### src/rtl/ps2_host_tx_pkg.sv
// ps2_host_tx_pkg: definitions shared by the PS/2 host transmitter and the
// keyboard receiver -- FSM state type, well-known command bytes, the device
// ACK byte and a helper that builds the transmitted data+parity word.
package ps2_host_tx_pkg;

    typedef enum logic [2:0] {
        ST_IDLE,
        ST_RTS,
        ST_START,
        ST_DATA,
        ST_STOP
    } tx_state_t;

    localparam logic [7:0] PS2_CMD_SET_LED = 8'hED;
    localparam logic [7:0] PS2_CMD_ECHO    = 8'hEE;
    localparam logic [7:0] PS2_CMD_RESET   = 8'hFF;
    localparam logic [7:0] PS2_ACK         = 8'hFA;

    // {odd parity, data}; shifted out LSB first.
    function automatic logic [8:0] frame_word(input logic [7:0] b);
        return {~^b, b};
    endfunction

endpackage

### src/rtl/ps2_host_tx_clk_filter.sv
// ps2_host_tx_clk_filter: two-flop synchronisers for the PS/2 clock and data
// pads, a FILTER_LEN-deep glitch filter on the clock and a one-cycle strobe on
// each filtered 1->0 clock transition.
//   clk, reset   system clock, synchronous active-high reset
//   ps2c_in      asynchronous pad-level PS/2 clock
//   ps2d_in      asynchronous pad-level PS/2 data
//   ps2d_sync    synchronised PS/2 data
//   fall         one-cycle pulse on a filtered falling edge of the PS/2 clock
module ps2_host_tx_clk_filter #(
    parameter int unsigned FILTER_LEN = 8
) (
    input  logic clk,
    input  logic reset,
    input  logic ps2c_in,
    input  logic ps2d_in,
    output logic ps2d_sync,
    output logic fall
);

    logic [1:0]            c_sync;
    logic [1:0]            d_sync;
    logic [FILTER_LEN-1:0] hist;
    logic                  filt;

    // The idle bus is high, so everything resets to 1 to avoid a spurious fall.
    always_ff @(posedge clk) begin
        if (reset) begin
            c_sync <= '1;
            d_sync <= '1;
            hist   <= '1;
            filt   <= 1'b1;
            fall   <= 1'b0;
        end else begin
            c_sync <= {c_sync[0], ps2c_in};
            d_sync <= {d_sync[0], ps2d_in};
            hist   <= {hist[FILTER_LEN-2:0], c_sync[1]};
            fall   <= 1'b0;
            if (hist == '1) begin
                filt <= 1'b1;
            end else if (hist == '0) begin
                if (filt) begin
                    fall <= 1'b1;
                end
                filt <= 1'b0;
            end
        end
    end

    assign ps2d_sync = d_sync[1];

endmodule

### src/rtl/ps2_host_tx.sv
// ps2_host_tx: host-to-device PS/2 transmitter. Sends one command byte using
// request-to-send (clock inhibit), start bit, 8 data bits LSB first, odd
// parity, stop bit, and checks the device ACK. The open-drain pads are driven
// by the *_oe outputs in the enclosing wrapper (pad = oe ? 0 : z).
//   clk, reset        system clock, synchronous active-high reset
//   wr_ps2, din       one-cycle send request and command byte (IDLE only)
//   ps2c_in, ps2d_in  pad-level PS/2 clock and data
//   ps2c_oe, ps2d_oe  1 = pull the line low
//   tx_idle           high while idle; gates the receiver
//   tx_done_tick      one-cycle pulse on device ACK
//   tx_err            one-cycle pulse on timeout or missing ACK
module ps2_host_tx
    import ps2_host_tx_pkg::*;
#(
    parameter int unsigned INHIBIT_CYCLES = 10000,
    parameter int unsigned TIMEOUT_CYCLES = 200000,
    parameter int unsigned FILTER_LEN     = 8
) (
    input  logic       clk,
    input  logic       reset,
    input  logic       wr_ps2,
    input  logic [7:0] din,
    input  logic       ps2c_in,
    input  logic       ps2d_in,
    output logic       ps2c_oe,
    output logic       ps2d_oe,
    output logic       tx_idle,
    output logic       tx_done_tick,
    output logic       tx_err
);

    localparam int unsigned CNT_MAX = (INHIBIT_CYCLES > TIMEOUT_CYCLES) ?
                                      INHIBIT_CYCLES : TIMEOUT_CYCLES;
    localparam int unsigned CW      = $clog2(CNT_MAX + 1);

    tx_state_t      state;
    logic [8:0]     sreg;
    logic [3:0]     nbit;
    logic [CW-1:0]  cnt;
    logic           fall;
    logic           d_sync;

    ps2_host_tx_clk_filter #(
        .FILTER_LEN(FILTER_LEN)
    ) u_filter (
        .clk      (clk),
        .reset    (reset),
        .ps2c_in  (ps2c_in),
        .ps2d_in  (ps2d_in),
        .ps2d_sync(d_sync),
        .fall     (fall)
    );

    always_ff @(posedge clk) begin
        if (reset) begin
            state        <= ST_IDLE;
            sreg         <= '0;
            nbit         <= '0;
            cnt          <= '0;
            ps2c_oe      <= 1'b0;
            ps2d_oe      <= 1'b0;
            tx_idle      <= 1'b1;
            tx_done_tick <= 1'b0;
            tx_err       <= 1'b0;
        end else begin
            tx_done_tick <= 1'b0;
            tx_err       <= 1'b0;
            unique case (state)
                ST_IDLE: begin
                    ps2c_oe <= 1'b0;
                    ps2d_oe <= 1'b0;
                    // tx_idle rises one cycle after entering IDLE, i.e. after the pulse.
                    tx_idle <= ~wr_ps2;
                    if (wr_ps2) begin
                        sreg    <= frame_word(din);
                        cnt     <= '0;
                        nbit    <= '0;
                        ps2c_oe <= 1'b1;
                        state   <= ST_RTS;
                    end
                end
                ST_RTS: begin
                    if (cnt == CW'(INHIBIT_CYCLES - 1)) begin
                        cnt     <= '0;
                        ps2c_oe <= 1'b0;
                        ps2d_oe <= 1'b1;
                        state   <= ST_START;
                    end else begin
                        cnt <= cnt + 1'b1;
                    end
                end
                default: begin
                    // START/DATA/STOP share the per-edge timeout.
                    if (fall) begin
                        cnt <= '0;
                        case (state)
                            ST_START: begin
                                ps2d_oe <= ~sreg[0];
                                state   <= ST_DATA;
                            end
                            ST_DATA: begin
                                if (nbit == 4'd8) begin
                                    ps2d_oe <= 1'b0;
                                    state   <= ST_STOP;
                                end else begin
                                    sreg    <= {1'b0, sreg[8:1]};
                                    ps2d_oe <= ~sreg[1];
                                    nbit    <= nbit + 1'b1;
                                end
                            end
                            default: begin
                                // Stop bit is on the line; the 11th fall carries the ACK.
                                tx_done_tick <= ~d_sync;
                                tx_err       <= d_sync;
                                state        <= ST_IDLE;
                            end
                        endcase
                    end else if (cnt == CW'(TIMEOUT_CYCLES - 1)) begin
                        cnt     <= '0;
                        ps2c_oe <= 1'b0;
                        ps2d_oe <= 1'b0;
                        tx_err  <= 1'b1;
                        state   <= ST_IDLE;
                    end else begin
                        cnt <= cnt + 1'b1;
                    end
                end
            endcase
        end
    end

endmodule

### config.mk
export PLATFORM = sky130hd
export DESIGN_NAME = ps2_host_tx
export DESIGN_NICKNAME = d
export VERILOG_FILES = /design/src/rtl/ps2_host_tx_pkg.sv /design/src/rtl/ps2_host_tx_clk_filter.sv /design/src/rtl/ps2_host_tx.sv
export SDC_FILE = /design/constraint.sdc
export NUM_CORES = 1
export LEC_CHECK = 0
export ABC_AREA = 1
export BUFFER_PORTS_ARGS = -buffer_cell sky130_fd_sc_hd__buf_2
export CAP_MARGIN = 10
export CELL_PAD_IN_SITES_DETAIL_PLACEMENT = 0
export CELL_PAD_IN_SITES_GLOBAL_PLACEMENT = 1
export CORE_MARGIN = 5
export CORE_UTILIZATION = 34
export CTS_CLUSTER_SIZE = 24
export DETAILED_ROUTE_END_ITERATION = 10
export PLACE_DENSITY = 0.63
export SLEW_MARGIN = 20
export SYNTH_ARGS = -nofsm -noshare
export SYNTH_HDL_FRONTEND = slang
export SYNTH_SLANG_ARGS = --single-unit
export TNS_END_PERCENT = 30
### constraint.sdc
create_clock -name clk -period 1.8 [get_ports clk]
set_input_delay 0.27 -clock clk [delete_from_list [all_inputs] [get_ports clk]]
set_output_delay 0.27 -clock clk [all_outputs]
set_load 0.1 [all_outputs]
==> metrics.md <==
| Metric | Value |
|---|---|
| Root buf cell | `clkbuf_8` |
| Synth Area in Compound Gates | `8.50%` |
| Cell Rows | `31` |
| Placement Cell Area | `0.00280 mm²` |
| Worst hold start | `ps2c_in` |
| Max_cap viols | `0` |
| Worst slew margin | `67.8%` |
| Die Height | `96.8 µm` |
| First-pass GRT wire length | `9760 µm` |
| R2R Path Start | `cnt[0]` |
| Post-synthesis sequential area ratio | `41.4%` |
| Slowest CP cell | `dfxtp_2` |
| CP Data Arrival Time | `1.83 ns` |
| Core area | `0.00729 mm²` |
| Final GP Congestion | `0.775` |
| Cells after DPL | `468` |
| Die Area | `0.00937 mm²` |
| Wirelength, routed | `5530 µm` |
| Max Freq | `614 MHz` |
| Num CTS Buffers | `5` |
| CP Capture Type | `flip-flop` |
| Syn_nets | `364` |
| Vias in the first global route | `2101` |
| Clk buf depth | `2` |
| Synth Area in Simple Gates | `33.4%` |
| Share of layout cells above drive strength 1 | `17.2%` |
| WP buf/inv | `1` |
| Post-route setup TNS | `0 ns` |
| Via count | `2149` |
| GRT Total Usage | `12.4%` |
| Unrepaired setup endpoints after global routing | `false` |
| Final period util | `90.5%` |
| H-Tree Depth | `2` |
| Post-route insts no fill | `476` |
| Combinational family with the most area after synthesis | `simple AND/OR/NAND/NOR gates` |
| Antenna-violating nets left | `0` |
| Per-cell routed wire length | `11.6 µm` |
| Worst EP required | `2.00 ns` |
| Synth unique cells | `35` |
| Hold Crit Class | `in2reg` |
| Fin crit period | `1.63 ns` |
| Hold_buf cts | `0` |
| TritonRoute pass-1 iters | `4` |
| First DRT Iteration DRCs | `51` |
| Starting Density | `35.1%` |
| Post-Syn Instances | `348` |
| Worst-path fanout max | `5` |
| Initial antenna violation count | `0` |
| Post-Syn Area | `0.00256 mm²` |
| Number of max-slew violations in the final report | `0` |
| PortBufs | `17` |
| Worst Setup Start Kind | `flip-flop` |
| Synth-to-Final Area Change | `13.3%` |
| Post-synthesis mux area share | `0.391%` |
| Drt via density | `4.51` |
| Top Family by Delay on Critical Path | `simple AND/OR/NAND/NOR gates` |
| DP Worst Slack | `0.104 ns` |
| Most frequent cells in the layout | `nand2_1, dfxtp_1, nor2_1` |
| Horiz. Die Dim | `96.8 µm` |
| Yosys reg bits | `53` |
| # setup viols final | `0` |
| Outcome | `finished, final reports clean` |
| # clock sinks | `53` |
| Clock slew seen by the registers of the worst setup and hold paths | `0.11 ns` |
| Finished Cell Area | `0.00290 mm²` |
| Hpwl dp | `4260 µm` |
| # DRC | `0` |
| Leak pwr | `1.26 nW` |
| Antenna diodes | `0` |
| Final #Nets | `392` |
| Syn avg cell area | `7.36 µm²` |
| Syn. warnings | `0` |
| Final hold violation count | `0` |
| Critical path, cell by cell | `ha_1, nand3_1, nor2_2, buf_4, nand2_2, nor2_2, nand3_2, nor2_1, nand2_1, nand2_1, nor2_1` |
| Final WS setup | `0.171 ns` |
| Commonest non-fill, non-tap cell in the layout | `nand2_1` |
| I/O pins | `18` |
| Pwr dens | `1360 mW/mm²` |
| Slew at the pin closest to its max-slew limit | `0.487 ns` |
| Largest net degree at the start of global routing | `20` |
| Synth Area in XOR/XNOR | `6.15%` |
| Adder-Cell Fraction of Synth Area | `1.46%` |
| Critical path launch point | `cnt[0]` |
| Aggregate global routing overflow | `0` |
| Largest stage delay, worst path | `0.37 ns` |
| Peak VDD IR | `0.000680 V` |
| Final Skew | `0.00743 ns` |
| Skew-Pair Late Insertion Delay | `0.31 ns` |
| TritonCTS clock tree | `built` |
| Setup CP Type | `reg2reg` |
-- final timing paths --
path | end | slack (ns) | cells after the start
setup / recovery | cnt[12] | 0.17 | 11
hold / removal | u_filter.c_sync[0] | 0.13 | 2
setup reg to reg | cnt[12] | 0.17 | 11
hold reg to reg | u_filter.d_sync[1] | 0.42 | 1
-- report_power, final --
group          switching, mW  internal [mW]  total, mW
combinational           1.23          0.559       1.79
sequential             0.100           1.33       1.43
clock                  0.442          0.292      0.734
total                   1.77           2.18       3.95
-- cell type report --
class,count,area [µm²]
fill,826,4390
multi-input combinational,243,1280
sequential,53,1060
timing repair buffer,29,175
inverter,44,165
tap,99,124
clock buffer,5,68.8
clock inverter,3,28.8
-- metal layers --
metal / part of all wire (%) / global-route usage (%)
met1: 49 / 16.1
met2: 49 / 21.3
met3: 2.0 / 2.52
met4: 0.49 / 2.27
met5: 0 / 0
-- per-stage QoR --
step / hold slack [ns] / power (mW) / util [%]
floorplan: 0.374 / 2.89 / -
global placement: 0.393 / 3.26 / 38.5
detailed placement: 0.394 / 3.27 / 38.5
CTS: 0.119 / 4.03 / 39.8
global route: 0.119 / 4.29 / 39.8
finish: 0.131 / 3.95 / 39.8
-- registers in the layout (all words and copies together), names as in the netlist --
register and cells:
u_filter.filt 1, u_filter.d_sync 2, tx_idle 1, tx_done_tick 1
u_filter.fall 1, ps2d_oe 1, sreg 9, u_filter.c_sync 2
tx_err 1, cnt 18, state 3, nbit 4
ps2c_oe 1, u_filter.hist 8
-- logic make-up after synthesis --
kind of cell	count (synthesis)
xor+xnor	18
mux	1
simple gates	181
compound gates	40
fa+ha+maj	3
flops	53
buf+inv	52
-- Yosys cell counts (all sizes together) --
cell	number	area [µm²]
o21ai	19	95.1
nand3	20	128
or2	8	50.1
nor3	5	30.0
a21oi	10	50.1
o2111ai	1	8.76
nor2	51	211
dfxtp	53	1060
xor2	11	96.3
nor4	2	12.5
clkbuf	3	11.3
nand4	9	56.3
xnor2	7	61.3
and3	1	6.26
nand2	85	362
mux2i	1	10.0
clkinv	1	3.75
inv	43	161
ha	3	37.5
o22ai	1	6.26
a211oi	1	7.51
a31oi	8	50.1
buf	5	46.3
-- repair_timing --
action,CTS,global route
resized for setup,0,3
setup endpoints to repair,0,1
buffers inserted,0,0
(Power assumes the default switching activity.)
